[src/rtl/stopwatch_ctrl.sv]
// Stopwatch front-panel controller: debounces start/stop and lap/reset buttons,
// sequences IDLE/RUN/PAUSED/LAP and selects live or lap-frozen display digits.
module stopwatch_ctrl #(
    parameter int DB_CYCLES = 1_000_000
) (
    input  logic       clk,
    input  logic       reset,
    input  logic       btn_ss,
    input  logic       btn_lr,
    input  logic [3:0] sw_d5,
    input  logic [3:0] sw_d4,
    input  logic [3:0] sw_d3,
    input  logic [3:0] sw_d2,
    input  logic [3:0] sw_d1,
    input  logic [3:0] sw_d0,
    output logic       go,
    output logic       clr,
    output logic [3:0] disp_d5,
    output logic [3:0] disp_d4,
    output logic [3:0] disp_d3,
    output logic [3:0] disp_d2,
    output logic [3:0] disp_d1,
    output logic [3:0] disp_d0,
    output logic [1:0] state
);

    localparam int            CW      = $clog2(DB_CYCLES + 1);
    localparam logic [CW-1:0] CNT_MAX = CW'(DB_CYCLES);

    localparam logic [1:0] ST_IDLE   = 2'd0;
    localparam logic [1:0] ST_RUN    = 2'd1;
    localparam logic [1:0] ST_PAUSED = 2'd2;
    localparam logic [1:0] ST_LAP    = 2'd3;

    logic [1:0]  btn_raw;
    logic [1:0]  press;
    logic [23:0] sw_bus;
    logic [23:0] disp_bus;

    logic [1:0]  state_reg, state_next;
    logic        clr_reg, clr_next;
    logic        post_rst_reg;
    logic        snap_we;

    assign btn_raw = {btn_lr, btn_ss};
    assign sw_bus  = {sw_d5, sw_d4, sw_d3, sw_d2, sw_d1, sw_d0};

    // Per button: 2-FF synchronizer, then a level that only moves after the
    // synchronized input has disagreed with it on DB_CYCLES+1 consecutive edges.
    generate
        for (genvar gi = 0; gi < 2; gi++) begin : g_db
            logic          sync1_reg, sync2_reg;
            logic          level_reg, level_next;
            logic          press_reg, press_next;
            logic [CW-1:0] cnt_reg, cnt_next;

            always_comb begin
                cnt_next   = '0;
                level_next = level_reg;
                press_next = 1'b0;
                if (sync2_reg != level_reg) begin
                    if (cnt_reg == CNT_MAX) begin
                        level_next = sync2_reg;
                        press_next = sync2_reg;
                    end else begin
                        cnt_next = cnt_reg + CW'(1);
                    end
                end
            end

            always_ff @(posedge clk) begin
                if (reset) begin
                    sync1_reg <= 1'b0;
                    sync2_reg <= 1'b0;
                    level_reg <= 1'b0;
                    press_reg <= 1'b0;
                    cnt_reg   <= '0;
                end else begin
                    sync1_reg <= btn_raw[gi];
                    sync2_reg <= sync1_reg;
                    level_reg <= level_next;
                    press_reg <= press_next;
                    cnt_reg   <= cnt_next;
                end
            end

            assign press[gi] = press_reg;
        end
    endgenerate

    // Start/stop always takes priority; a coincident lap/reset press is dropped.
    always_comb begin
        state_next = state_reg;
        clr_next   = 1'b0;
        snap_we    = 1'b0;
        case (state_reg)
            ST_IDLE: begin
                if (press[0])      state_next = ST_RUN;
                else if (press[1]) clr_next   = 1'b1;
            end
            ST_RUN: begin
                if (press[0]) begin
                    state_next = ST_PAUSED;
                end else if (press[1]) begin
                    state_next = ST_LAP;
                    snap_we    = 1'b1;
                end
            end
            ST_LAP: begin
                if (press[0])      state_next = ST_PAUSED;
                else if (press[1]) state_next = ST_RUN;
            end
            ST_PAUSED: begin
                if (press[0]) begin
                    state_next = ST_RUN;
                end else if (press[1]) begin
                    state_next = ST_IDLE;
                    clr_next   = 1'b1;
                end
            end
            default: state_next = ST_IDLE;
        endcase
    end

    // clr stays high one extra cycle after reset so the counter is always cleared.
    always_ff @(posedge clk) begin
        if (reset) begin
            state_reg    <= ST_IDLE;
            clr_reg      <= 1'b1;
            post_rst_reg <= 1'b1;
        end else begin
            state_reg    <= state_next;
            clr_reg      <= clr_next | post_rst_reg;
            post_rst_reg <= 1'b0;
        end
    end

    generate
        for (genvar gi = 0; gi < 6; gi++) begin : g_dig
            logic [3:0] snap_reg;

            always_ff @(posedge clk) begin
                if (reset)        snap_reg <= 4'd0;
                else if (snap_we) snap_reg <= sw_bus[gi*4 +: 4];
            end

            assign disp_bus[gi*4 +: 4] = (state_reg == ST_LAP) ? snap_reg : sw_bus[gi*4 +: 4];
        end
    endgenerate

    assign go    = (state_reg == ST_RUN) || (state_reg == ST_LAP);
    assign clr   = clr_reg;
    assign state = state_reg;

    assign {disp_d5, disp_d4, disp_d3, disp_d2, disp_d1, disp_d0} = disp_bus;

endmodule

[config.mk]
export PLATFORM = sky130hd
export DESIGN_NAME = stopwatch_ctrl
export DESIGN_NICKNAME = d
export VERILOG_FILES = /design/src/rtl/stopwatch_ctrl.sv
export SDC_FILE = /design/constraint.sdc
export NUM_CORES = 1
export LEC_CHECK = 0
export ABC_AREA = 0
export CORE_MARGIN = 4
export CORE_UTILIZATION = 40
export DETAILED_ROUTE_END_ITERATION = 10
export PLACE_DENSITY_LB_ADDON = 0.1
export SLEW_MARGIN = 20
export SYNTH_ARGS = -nofsm -noshare
export SYNTH_HDL_FRONTEND = slang
export SYNTH_SLANG_ARGS = --single-unit
[constraint.sdc]
create_clock -name clk -period 3.1 [get_ports clk]
set_clock_uncertainty 0.1 [all_clocks]
set_input_delay 0.93 -clock clk [delete_from_list [all_inputs] [get_ports clk]]
set_output_delay 0.93 -clock clk [all_outputs]
set_load 0.005 [all_outputs]
* After elaboration in Yosys (flattened, before gate mapping) *
Cells that the tools add are included.

storage, ports and cells
  register bits = 76
  input bits = 28
  output and inout bits = 28

operators by class
  $add $sub $neg = 2
  eq/ne operators = 11
  mux-type cells = 19
  bitwise gates (word level) = 5
  reductions and logical operators = 10

operators by type and width
  cell                                           count
  adder 20 x 1 -> 20 bit, second input constant  2
  == test 20 bit, second input constant          2
  2-to-1 mux 4 bit                               6
  2-to-1 mux 2 bit                               7
  OR reduction 3 bit                             4
  != test 3 bit, second input constant           3
  one-hot mux 2 bit (4 select lines)             1
  2-to-1 mux 1 bit                               5
  == test 2 bit, second input constant           2
  inverter 1 bit                                 4
  AND reduction 2 bit                            2
  AND reduction 4 bit                            1
  == test 2 x 1 -> 1 bit, second input constant  1
  zero test 2 bit                                1
  != test 1 bit                                  2
  != test 2 bit, second input constant           1
  OR reduction 2 bit                             1
  logical OR 1 bit                               1
  OR 1 bit                                       1

* Depth between registers and ports, before layout *
Gate-level depths: netlist of the first run.

  word-level depth = 4
  mapped depth = 7
  gate-level depth less buffers = 6

* Least setup slack after synthesis of the first run *
Ideal clock, no wire load.

  kind = flip-flop to output port
  from = register state_reg[0], in the netlist state[0]
  to = output port disp_d0[0]
  arrival time = 1.262 ns
  data required time = 2.070 ns
  path slack = 0.808 ns
  stages on the path, launching flop included = 4
  path buffers = 1
  cell sequence = dfxtp_1 nand2_1 clkbuf_1 mux2_2

on the way
  cells in the longest elaborated chain, start to end = 2

ends and longest elaborated chain
  element                 RTL line  source
  from (decl)             40        logic [1:0] state_reg, state_next;
  from (signal assigned)  132       state_reg <= state_next;
  == test 2 bit           147       assign disp_bus[gi*4 +: 4] = (state_reg == ST_LAP) ? snap_reg : sw_bus[gi*4 +: 4];
  2-to-1 mux 4 bit        147
  to (decl)               23        output logic [3:0] disp_d0,

No other way between the ends.

* Final worst setup path of the first run *
  from = input port sw_d2[1]
  to = output port disp_d2[1]

on the way
  cells in the longest elaborated chain, start to end = 1

ends and longest elaborated chain
  element           RTL line  source
  from (decl)       13        input logic [3:0] sw_d2,
  2-to-1 mux 4 bit  147
  to (decl)         21        output logic [3:0] disp_d2,

No other way between the ends.

==> results.md, run 1 <==
* Ys Warns at 0
* Skew-Pair Late Insertion Delay at 0.34 ns
* Bufs on Longest Clock Path at 2
* Clock Sink Count at 76
* Clk pwr share at 0.406
* Port Buf Inserts at 55
* Final setup violation count at 0
* Global-route wire length before repair at 12300 um
* Post-Syn Area at 3410 sq um
* Register area share after synthesis at 0.447
* Top-count cell post-synth: dfxtp_1
* RSZ-0062 raised after global routing: no
* Area grow syn2layout at 25.7%
* Final Hold Fails at 0
* Routability cong. at 0.710
* HP Start: post_rst_reg
* Drt initial violations at 70
* Crit Reg-Reg Startpoint: g_db[1].cnt_reg[13]
* Synthesized net count at 424
* DRT Pass-1 Iters at 4
* Vias in the first global route at 2661
* Worst slew margin at 0.462
* Hold path depth at 1
* EDFF count, synth at 0
* DR vias/cell at 5.05
* Die H at 100 um
* Sw Share at 0.210
* Ant diodes at 0
* HP Class: flop to flop
* Die width at 100 um
* Max-Cap Viols at 0
* Reg2Reg Depth at 4
* Final period utilization at 0.949
* Starting Density at 0.413
* Worst-path maximum fanout at 2
* Synth Register Bits at 76
* Pins Over Slew Limit at 0
* Antenna Violating Nets Remaining at 0
* Mapped Cells at 392
* Status: finished, final reports clean
* CP required at 2.07 ns
* Reg power frac at 0.539
* Crit. End Element: primary output
* Worst vdd ir at 0.201 mV
* FFs w/ async S/R, synth at 0
* Die ar. at 10100 sq um
* Slew @ Worst Pin at 0.808 ns
* H-tree Lvls at 3
* GRT Overall Usage at 0.149
* Flip-flop count of the largest register after layout at 40
* R2R Path End: g_db[1].cnt_reg[9]
* DRC at 0
* Layout fillers at 807
* Core area at 8260 sq um
* Fin nets at 477
* Sw Pwr at 0.000382 W
* Top cell type's share of synthesized area at 0.447
* Number of placed I/O pins at 56
* Setup TNS at 0 ns
* Power Density at 425 nW/um^2
* Ys flop type: dfxtp_1
* Critical path class: input port to primary output
* Num CTS Buffers at 9
* Detailed Place HPWL at 4970 um
* Gate power share at 0.055
* Critical path arrival at 1.91 ns
* Fmax at 340 MHz
* CTS tree: done
* Rows at 33
* Area leader, netlist: dfxtp_1
* Total wire length at 7110 um
* Syn_area_per_cell at 8.69 sq um
* Initial antenna violation count at 0
* Most frequent cells after synthesis: dfxtp_1 (76), nand2_1 (62), nor2_1 (38)
* Final Util at 0.519
* Hold endpoint: clr
* Reg clk slew, reported paths at 0.08 ns
* Kind of start point of the critical path: input port
* GR Overflow Total at 0
* Period minus WS final at 2.94 ns
* Power Internal at 0.00144 W
* CTS Root Cell: clkbuf_8
* Distinct cells, synth at 36
* P_leak at 1.49 nW
* Largest net degree at the start of global routing at 33
* Fraction of layout instances using a drive strength above 1 at 0.120
* Worst reg2reg setup slack at 1.01 ns
* Vias at 2803
* Worst hold margin at 0.321 ns
* Routed WL per cell at 12.8 um
* Ranking of synthesized cells by area: dfxtp_1 (45%), mux2_2 (7.9%), nand2_1 (6.8%), a21oi_1 (5.3%), xnor2_1 (5.1%)
[power by group through the flow]
| stage | sequential [W] | combinational [W] | clock [W] |
|---|---|---|---|
| final | 0.000982 | 0.0000993 | 0.000739 |
| after global routing | 0.000983 | 0.000108 | 0.000808 |
| after CTS | 0.000982 | 0.000104 | 0.000767 |
| after detailed placement | 0.00101 | 0.000109 | 0 |
| after global placement | 0.00100 | 0.000108 | 0 |
| after floorplan | 0.00100 | 0.0000324 | 0 |
[worst max path at each step]
stage	start	to	cells after the start
3_3_place_gp	sw_d2[1]	disp_d2[1]	3
4_1_cts	sw_d4[1]	disp_d4[1]	3
6_report	sw_d2[1]	disp_d2[1]	3
2_1_floorplan	state[0]	disp_d0[0]	3
5_1_grt	sw_d2[1]	disp_d2[1]	3
3_5_place_dp	sw_d2[1]	disp_d2[1]	3
[routing by layer]
layer / up-vias / global-route usage / wire (um)
met3: 11 / 0.0313 / 240
met5: - / 0 / 0
met1: 1312 / 0.193 / 3320
met4: 0 / 0.0622 / 111
li1: 1452 / - / -
met2: 28 / 0.241 / 3450
[cell usage in the layout, fill, tap and decap left out, drive strengths merged]
cell type and n:
nor2 38, inv 11, and3 5, o21ai 11, nand2 62, buf 5
nor2b 5, nand3 16, ha 4, a21oi 36, clkdlybuf4s50 31, nor3b 1
xnor2 20, dfxtp 76, and4 3, nor4 7, dlygate4sd2 11, nand4bb 1
nand4b 2, clkbuf 12, xor2 10, or2 2, bufinv 1, nor4b 5
nor3 4, clkinv 3, mux2 24, o31ai 3, and4bb 1, or3 10
or4 5, dlymetal6s2s 13, nor4bb 2, nand4 10
[layout make-up]
class / count / area [sq um] / share of cell area
clock inverter: 4 / 48.8 / 0.0114
sequential: 76 / 1520 / 0.355
multi-input combinational: 287 / 1790 / 0.417
timing repair buffer: 60 / 607 / 0.142
inverter: 11 / 41.3 / 0.00964
tap: 105 / 131 / 0.0307
clock buffer: 12 / 145 / 0.0339
[logic make-up after synthesis]
group,count (synthesis),share of synthesized area
xor gates and xnor gates,30,0.0771
AOI/OAI and AO/OA,50,0.0779
DFF,76,0.447
adders and majority gates,4,0.0147
muxes,24,0.0793
and+or+nand+nor,179,0.271
buffers and inverters,29,0.0330
[through the flow]
step / setup slack (ns) / power, W / area (sq um) / instances
final: 0.159 / 0.00182 / 4280 / 555
after global routing: 0.144 / 0.00190 / 4280 / 555
after detailed placement: -0.0156 / 0.00111 / 4070 / 539
after CTS: 0.00245 / 0.00185 / 4250 / 555
after floorplan: 0.808 / 0.00104 / 3410 / 392
after global placement: -0.0321 / 0.00111 / 4070 / 539
[repair_timing]
| action | 4_1_cts | 5_1_grt |
|---|---|---|
| buffers inserted | 0 | 0 |
| endpoints found under the setup margin | 11 | 13 |
| resized for setup | 11 | 13 |
| hold buffers | 0 | 0 |
| pin swaps | 0 | 0 |
[critical path, stage by stage]
cell	delay (ns)
clkdlybuf4s50_1	0.44
mux2_2	0.28
dlygate4sd2_1	0.26
(Power assumes the default switching activity.)
==> run 2: changes to the inputs <==
--- a/config.mk
+++ b/config.mk
@@ -10,6 +10,7 @@
 export CORE_UTILIZATION = 40
 export DETAILED_ROUTE_END_ITERATION = 10
 export PLACE_DENSITY_LB_ADDON = 0.1
+export SKIP_LAST_GASP = 1
 export SLEW_MARGIN = 20
 export SYNTH_ARGS = -nofsm -noshare
 export SYNTH_HDL_FRONTEND = slang
==> constraint.sdc (replaced) <==
create_clock -name clk -period 3.1 [get_ports clk]
set_clock_uncertainty 0.1 [all_clocks]
set_input_delay 0.465 -clock clk [delete_from_list [all_inputs] [get_ports clk]]
set_output_delay 0.465 -clock clk [all_outputs]
set_load 0.005 [all_outputs]
==> results.md, run 2 (synthesis results as in run 1) <==
* Status: finished, final reports clean
* P_leak at 1.36 nW (-8.4%)
* Num CTS Buffers at 9 (unchanged)
* Flip-flop count of the largest register after layout at 40 (unchanged)
* Critical path's top delay family: buffers and inverters
* H-tree Lvls at 3 (unchanged)
* Starting Density at 0.413 (unchanged)
* Ant diodes at 0 (unchanged)
* HP Class: flop to flop
* Pins Over Slew Limit at 0 (unchanged)
* Fin nets at 477 (unchanged)
* Initial antenna violation count at 0 (unchanged)
* Slew @ Worst Pin at 0.815 ns (+0.00717 ns)
* Routability cong. at 0.756 (+6.5%)
* Clock Sink Count at 76 (unchanged)
* Final Hold Fails at 0 (unchanged)
* Worst vdd ir at 0.255 mV (+26%)
* Final Util at 0.518 (-0.00106)
* Max-Cap Viols at 0 (unchanged)
* DRT Pass-1 Iters at 4 (unchanged)
* HP Start: post_rst_reg
* CP required at 2.53 ns (+0.46 ns)
* CTS Root Cell: clkbuf_8
* CTS tree: done
* CP max stage cell: clkdlybuf4s50_1
* Final setup violation count at 0 (unchanged)
* Port Buf Inserts at 55 (unchanged)
* DRC at 0 (unchanged)
* Rows at 33 (unchanged)
* GR Overflow Total at 0 (unchanged)
* Global-route wire length before repair at 12100 um (-1.8%)
* Fmax at 391 MHz (+15%)
* Critical path arrival at 1.99 ns (+0.08 ns)
* Vias in the first global route at 2640 (-0.79%)
* Antenna Violating Nets Remaining at 0 (unchanged)
* Worst reg2reg setup slack at 0.99 ns (-0.02 ns)
* GRT Overall Usage at 0.149 (about the same)
* Fraction of layout instances using a drive strength above 1 at 0.122 (+0.00249)
* Bufs on Longest Clock Path at 2 (unchanged)
* RSZ-0062 raised after global routing: no
* Reg2Reg Depth at 5 (+1)
* Reg clk slew, reported paths at 0.08 ns (about the same)
* Area grow syn2layout at 25.4%
* Vias at 2826 (+0.82%)
* Final period utilization at 0.826 (-0.123)
* Core area at 8260 sq um (unchanged)
* Worst slew margin at 0.457 (-0.00478)
* Number of placed I/O pins at 56 (unchanged)
* Period minus WS final at 2.56 ns (-0.381 ns)
* Die width at 100 um (unchanged)
* Crit Reg-Reg Startpoint: g_db[1].cnt_reg[0]
* Most common cell after layout, fill and taps aside: dfxtp_1
* Hold path depth at 1 (unchanged)
* Drt initial violations at 74 (+5.7%)
* Hold endpoint: clr
* Number of buffers and inverters on the critical path at 2 (unchanged)
* Total wire length at 7320 um (+2.9%)
* Most frequent cells in the layout: dfxtp_1 (76), nand2_1 (62), clkdlybuf4s50_1 (55)
* Worst-path maximum fanout at 24 (+22)
* Detailed Place HPWL at 5090 um (+2.4%)
* DR vias/cell at 5.10 (+1.0%)
* # hold bufs at CTS at 0 (unchanged)
* Crit. End Element: primary output
* Skew-Pair Late Insertion Delay at 0.34 ns (about the same)
* Design Area, Final at 4270 sq um (-0.20%)
* Die ar. at 10100 sq um (unchanged)
* PostCTS Resize Cnt at 0 (-11)
* Die H at 100 um (unchanged)
* Power Density at 440 nW/um^2 (+3.5%)
* Post-CTS Setup Inserts at 0 (unchanged)
* DP Area at 4070 sq um (unchanged)
* Routed WL per cell at 13.2 um (+3.1%)
* Crit path cell chain: nand2_1, buf_4, mux2_2, clkdlybuf4s50_1
* Slowest stage delay, CP at 0.48 ns (+0.04 ns)
* Setup TNS at 0 ns (unchanged)
* Worst hold margin at 0.321 ns (+0.000109 ns)
* Largest net degree at the start of global routing at 25 (-24%)
* Critical path class: flop to primary output
* R2R Path End: g_db[1].cnt_reg[18]
* Kind of start point of the critical path: flop
-- run 2: changes by cell type in the layout (fill, tap and decap cells not counted), sizes merged --
cell,previous run,this run
clkdlybuf4s50,31,55
bufinv,1,2
dlymetal6s2s,13,0
clkinv,3,4
clkbuf,12,9
dlygate4sd2,11,0
-- run 2: area by class of cell --
| cell class | instances | area (sq um) |
|---|---|---|
| clock buffer | 9 | 124 |
| clock inverter | 6 | 80.1 |
| fill | 805 | 3980 |
| inverter | 11 | 41.3 |
| multi-input combinational | 287 | 1790 |
| sequential | 76 | 1520 |
| tap | 105 | 131 |
| timing repair buffer | 60 | 588 |
-- run 2: metal layers --
| layer | up-vias | GRT usage | wire (um) |
|---|---|---|---|
| li1 | 1457 | - | - |
| met1 | 1327 | 0.188 | 3420 |
| met2 | 31 | 0.243 | 3530 |
| met3 | 11 | 0.0368 | 225 |
| met4 | 0 | 0.0632 | 144 |
| met5 | - | 0 | 0 |
-- run 2: power by group --
group          switching [W]  leakage [nW]  total (W)  internal, W
Combinational      0.0000359         0.638   0.000110    0.0000739
Clock               0.000346         0.109   0.000789     0.000443
Sequential        0.00000227         0.614   0.000982     0.000980
-- run 2: worst max path at each step --
stage / start / to / slack [ns] / cells past startpoint
final: state[1] / disp_d2[2] / 0.54 / 4
after floorplan: g_db[1].cnt_reg[0] / g_db[1].cnt_reg[18] / 1.24 / 5
after detailed placement: sw_d2[2] / disp_d2[2] / 0.89 / 3
after CTS: state[1] / disp_d2[2] / 0.52 / 4
after global routing: state[1] / disp_d2[2] / 0.46 / 4
after global placement: sw_d2[1] / disp_d2[1] / 0.91 / 3
-- run 2: per-stage QoR --
| step | worst slack (ns) | power (W) | instances |
|---|---|---|---|
| floorplan | 1.24 | 0.00104 | 392 |
| global placement | 0.912 | 0.00112 | 539 |
| detailed placement | 0.889 | 0.00112 | 539 |
| CTS | 0.521 | 0.00191 | 554 |
| global route | 0.456 | 0.00196 | 554 |
| finish | 0.540 | 0.00188 | 554 |
